## config.mk

```make
export PLATFORM = sky130hd
export DESIGN_NAME = am_env_detect
export DESIGN_NICKNAME = d
export VERILOG_FILES = /design/src/rtl/am_env_detect.sv
export SDC_FILE = /design/constraint.sdc
export NUM_CORES = 1
export LEC_CHECK = 0
export BUFFER_PORTS_ARGS = -buffer_cell sky130_fd_sc_hd__buf_4
export CAP_MARGIN = 20
export CORE_MARGIN = 4
export CORE_UTILIZATION = 53
export CTS_CLUSTER_DIAMETER = 200
export DETAILED_ROUTE_END_ITERATION = 8
export GPL_TIMING_DRIVEN = 0
export PLACE_DENSITY = 0.75
export SLEW_MARGIN = 20
export SYNTH_ARGS = -nofsm -noshare
export SYNTH_HDL_FRONTEND = slang
export SYNTH_SLANG_ARGS = --single-unit
```

## constraint.sdc

```tcl
create_clock -name clk -period 2.5 [get_ports clk]
set_clock_uncertainty 0.2 [all_clocks]
set_input_delay 0.25 -clock clk [delete_from_list [all_inputs] [get_ports clk]]
set_output_delay 0.25 -clock clk [all_outputs]
set_load 0.02 [all_outputs]
```

## src/rtl/am_env_detect.sv

```systemverilog
// am_env_detect: AM envelope detector sitting behind the DC-offset estimator.
// Subtracts the DC estimate from each raw ADC sample, rectifies the result and
// reduces a window of 2^DECIM_LOG2 accepted samples to a single envelope value
// (mean or peak). The first SETTLE_SAMPLES samples after reset are thrown away
// while the upstream DC loop converges.
module am_env_detect #(
   parameter int DECIM_LOG2     = 2,
   parameter int PEAK_MODE      = 0,
   parameter int SETTLE_SAMPLES = 64
) (
   input  logic       clk,
   input  logic       rst,
   input  logic [7:0] din,
   input  logic       din_valid,
   input  logic [7:0] dc,
   output logic [7:0] env,
   output logic       env_valid,
   output logic       env_clip,
   output logic       settled
);

   localparam int AW = 8 + DECIM_LOG2;
   localparam logic [15:0] SETTLE_LAST = 16'(SETTLE_SAMPLES - 1);

   typedef enum logic {
      SETTLE = 1'b0,
      RUN    = 1'b1
   } state_t;

   state_t state, state_nx;

   logic [7:0] din_r, dc_r;
   logic       v1, clip1;

   logic [8:0] diff, neg_diff;
   logic [7:0] mag;
   logic [7:0] mag_r;
   logic       v2, clip2;

   logic [15:0]           scnt;
   logic                  settle_done;
   logic [AW-1:0]         acc, acc_nx, sum;
   logic [7:0]            peak, win_result;
   logic [DECIM_LOG2-1:0] wcnt;
   logic                  clip_acc;
   logic                  run_take, win_last;

   // Stage 1: capture the sample together with the DC estimate that belongs
   // to it, so later changes of dc never affect a sample already in flight.
   always_ff @(posedge clk) begin
      if (rst) begin
         v1    <= 1'b0;
         din_r <= 8'd0;
         dc_r  <= 8'd0;
         clip1 <= 1'b0;
      end else begin
         v1 <= din_valid;
         if (din_valid) begin
            din_r <= din;
            dc_r  <= dc;
            clip1 <= (din == 8'd0) || (din == 8'd255);
         end
      end
   end

   // Remove DC and rectify; the 9-bit difference covers -255..+255, so the
   // magnitude always fits in 8 bits (-255 becomes 255).
   always_comb begin
      diff     = {1'b0, din_r} - {1'b0, dc_r};
      neg_diff = 9'd0 - diff;
      mag      = diff[8] ? neg_diff[7:0] : diff[7:0];
   end

   // Stage 2: register the magnitude; bubbles travel with v2.
   always_ff @(posedge clk) begin
      if (rst) begin
         v2    <= 1'b0;
         mag_r <= 8'd0;
         clip2 <= 1'b0;
      end else begin
         v2 <= v1;
         if (v1) begin
            mag_r <= mag;
            clip2 <= clip1;
         end
      end
   end

   // Settle-phase state register; with no settle samples we start in RUN.
   always_ff @(posedge clk) begin
      if (rst) state <= (SETTLE_SAMPLES == 0) ? RUN : SETTLE;
      else     state <= state_nx;
   end

   // Leave SETTLE on the stage-2 sample that completes the discard count;
   // that sample itself is still discarded. RUN is only left through reset.
   always_comb begin
      state_nx    = state;
      settle_done = 1'b0;
      if (state == SETTLE && v2 && scnt == SETTLE_LAST) begin
         settle_done = 1'b1;
         state_nx    = RUN;
      end
   end

   // Count discarded samples while settling.
   always_ff @(posedge clk) begin
      if (rst)                                     scnt <= 16'd0;
      else if (state == SETTLE && v2 && !settle_done) scnt <= scnt + 16'd1;
   end

   assign settled = (state == RUN);

   // Window arithmetic: running sum or running max, plus the value that the
   // window reports if the current sample is its last one.
   always_comb begin
      run_take   = v2 && (state == RUN);
      win_last   = (wcnt == {DECIM_LOG2{1'b1}});
      sum        = acc + AW'(mag_r);
      peak       = (acc[7:0] > mag_r) ? acc[7:0] : mag_r;
      acc_nx     = sum;
      win_result = sum[AW-1:DECIM_LOG2];
      if (PEAK_MODE != 0) begin
         acc_nx     = AW'(peak);
         win_result = peak;
      end
   end

   // Stage 3: accumulate accepted samples and publish one result per window,
   // restarting the window in the same edge so no sample is dropped.
   always_ff @(posedge clk) begin
      if (rst) begin
         acc       <= '0;
         clip_acc  <= 1'b0;
         wcnt      <= '0;
         env       <= 8'd0;
         env_clip  <= 1'b0;
         env_valid <= 1'b0;
      end else begin
         env_valid <= 1'b0;
         if (run_take) begin
            if (win_last) begin
               env       <= win_result;
               env_clip  <= clip_acc | clip2;
               env_valid <= 1'b1;
               acc       <= '0;
               clip_acc  <= 1'b0;
               wcnt      <= '0;
            end else begin
               acc      <= acc_nx;
               clip_acc <= clip_acc | clip2;
               wcnt     <= wcnt + 1'b1;
            end
         end
      end
   end

endmodule
```

==> results.yml <==
sta:
  fmax_ghz: 0.4015
  final_hold_viol_count: 0
  relSlewSlack_pct: 57.52
  fin_crit_ns: 2.491
  drv_slew: 0
  setup_viol: 0
  holdWs_ns: 0.2556
  fin_crit_sh_pct: 99.63
  rsz0062_at_grt: "yes"
  tightest_slew_ns: 0.6372
setup_path:
  max_stage_delay_ns: 0.34
  critPathRequiredTime_ns: 2.57
  crit_slowest_cell: "fa_2"
  crit_path_frequent_cell: "inv_2"
  path_cells: "inv_2 -> ha_4 -> inv_2 -> fa_2 -> buf_4 -> xnor2_2 -> nand3_1 -> nor3_4 -> buf_6 -> nor2_4 -> xor2_2 -> a211oi_2"
  arrival_ns: 2.56
  end_kind: "flop"
  worst-path-max-fanout: 4
  crit_path_start_kind: "flop"
  crit_type: "reg2reg"
layout:
  ff_latch_area_mm2: 0.001364
  nets: 486
  diodes: 0
  multi_input_area_mm2: 0.002026
  nFillCells: 450
  drive_gt1_share_pct: 17.52
  syn2layout_area_growth_pct: 26.26
global_route:
  grt_antenna_before_repair: 0
  track_usage_pct: 21.83
  grt_max_degree: 12
  grt.overflow.total: 0
  grt_pass1_vias: 2981
  grt_pass1_wl_um: 13210
floorplanning:
  fp.coreArea_mm2: 0.006061
  die-height_um: 87.84
  initial_utilization_pct: 55.74
  io_pins: 30
  row_count: 28
  die_area_mm2: 0.007715
  die_x_um: 87.84
power:
  p_per_area_mw_per_mm2: 628.8
  power_mw: 2.682
  p_leak_nw: 1.740
  peakVddDrop_uv: 516.1
route:
  drcViolationCount: 0
  dr_total_vias: 2888
  drt-wirelength-per-cell_um: 14.78
  ant_nets: 0
  vias_per_cell: 5.490
  wl_um: 7776
  drtIter0Drc: 159
  dr.pass1.iters: 4
clock_network:
  clockBufferDepth: 2
  cts_root_buffer: "clkbuf_8"
  cts_tree: "done"
  htree_levels: 3
  insertion_delay_ns: 0.35
  cts.sinks: 68
  cts.reportedPaths.clkPinSlew_ns: 0.08
  cts_made_buffers: 9
synth:
  synth_area_mm2: 0.003378
  syn_avg_cell_area_um2: 8.752
  synth_edf_count: 0
  ys_warn_count: 0
  synth.area.top_cells: "dfxtp_1 (40%), nor2_1 (7.1%), ha_1 (7.0%), mux2i_1 (5.6%), xnor2_1 (3.9%)"
  yosysTopAreaCell: "dfxtp_1"
  ys_seq_area_share_pct: 40.30
  synth_cells: 386
  synth-seq-cells: 68
  synth_flop_cell: "dfxtp_1"
  async_reset_ff_share_pct: 0
  synth_top_area_share_pct: 40.30
  syn_nets: 426
  synth_cell_types: 51
job:
  drv_cap: 0
place:
  hpwl_um: 5185
  port_buffers: 28
  routabilityCongestion: 0.8306
outcome:
  status: "complete, no violations"
hold_path:
  hp-class: "reg2reg"
## flip-flops by register name, indices dropped and copies added (netlist names)
register and count:
clip_acc 1, env_valid 1, wcnt 2, mag_r 8, dc_r 8, acc 10
din_r 8, clip1 1, clip2 1, settled 1, v1 1, env_clip 1
v2 1, scnt 16, env 8
## path summary, 6_finish.rpt
path / start / slack, ns / end / depth (start not counted)
min reg2reg: env[0] / 0.26 / env[0] / 2
max: din_r[0] / 0.009 / mag_r[5] / 12
min: env[0] / 0.26 / env[0] / 2
max reg2reg: din_r[0] / 0.009 / mag_r[5] / 12
## worst max-delay path: cells and delay by family (launching register included)
| kind | cells | cell delay (ns) |
|---|---|---|
| simple gates | 3 | 0.44 |
| buf+inv | 4 | 0.38 |
| flops | 1 | 0.32 |
| fa+ha+maj | 2 | 0.47 |
| xor+xnor | 2 | 0.39 |
| compound gates | 1 | 0.21 |
## layout by cell type, fill, tap and decap left out, drive strengths merged, types with 4 or more instances in the layout
cell and n:
xnor2 15, or3 5, dfxtp 68, buf 35
dlygate4sd3 17, ha 19, nand4 6, nand2 22
o21ai 7, o21a 4, nor3 12, a21oi 26
xor2 12, mux2i 19, nor2b 5, inv 19
and3 5, nand3 16, nor2 64, a22oi 4
a211oi 8, clkbuf 26
## per-layer routing
metal	up-vias	GRT usage (%)	share of wire, %
li1	1467	-	-
met1	1342	25.54	45
met2	61	37.67	49
met3	18	5.456	4.0
met4	0	9.623	2.4
met5	-	0	0
## repair_timing
action / CTS / global route
hold endpoints to repair: 17 / 0
buffers inserted: 3 / 2
gates resized for setup: 14 / 20
hold buffers: 17 / 0
endpoints found under the setup margin: 6 / 10
pin swaps: 14 / 11
## final cells by class
| type | instances | area share (%) |
|---|---|---|
| clock inverters | 3 | 1.613 |
| multi-input cells | 283 | 47.49 |
| repair buffers | 50 | 9.974 |
| well taps | 75 | 2.200 |
| flip-flops and latches | 68 | 31.97 |
| clock buffers | 13 | 3.725 |
| inverters | 19 | 1.672 |
| plain buffers | 15 | 1.349 |
## cells in the mapped netlist, types with 4 or more instances
master and count:
or3_1 5, xor2_1 12, nor2_1 64, a22oi_1 4, a211oi_1 7, o21ai_0 7
and3_1 5, o21a_1 4, xnor2_1 15, nand4_1 6, mux2i_1 19, nand3_1 15
nand2_1 22, dfxtp_1 68, clkbuf_1 13, a21oi_1 25, nor3_1 10, nor2b_1 5
inv_1 19, ha_1 19
## power by group
group	leakage (nW)	internal [mW]	switching, mW	total, mW
Sequential	0.554	1.12	0.0232	1.14
Combinational	1.07	0.243	0.268	0.512
Clock	0.114	0.619	0.411	1.03
Total	1.74	1.98	0.703	2.68
## kinds of logic after synthesis
family / after synthesis / share of synthesized area (%)
simple gates: 149 / 21.15
flops: 68 / 40.30
compound gates: 66 / 12.85
buf+inv: 35 / 4.148
xor+xnor: 28 / 7.704
fa+ha+maj: 21 / 8.222
mux: 19 / 5.630
## stage by stage
stage / setup TNS, ns / util (%) / setup slack (ns) / instances / cell area [um^2]
2_1_floorplan: 0 / - / 0.01578 / 386 / 3378
3_3_place_gp: -0.2300 / 60.76 / -0.1165 / 489 / 3682
3_5_place_dp: -0.4043 / 60.76 / -0.1532 / 489 / 3682
4_1_cts: -0.3076 / 68.74 / -0.1237 / 525 / 4167
5_1_grt: -0.3692 / 70.38 / -0.09779 / 526 / 4265
6_report: 0 / 70.38 / 0.009180 / 526 / 4265
(Power assumes the default switching activity.)
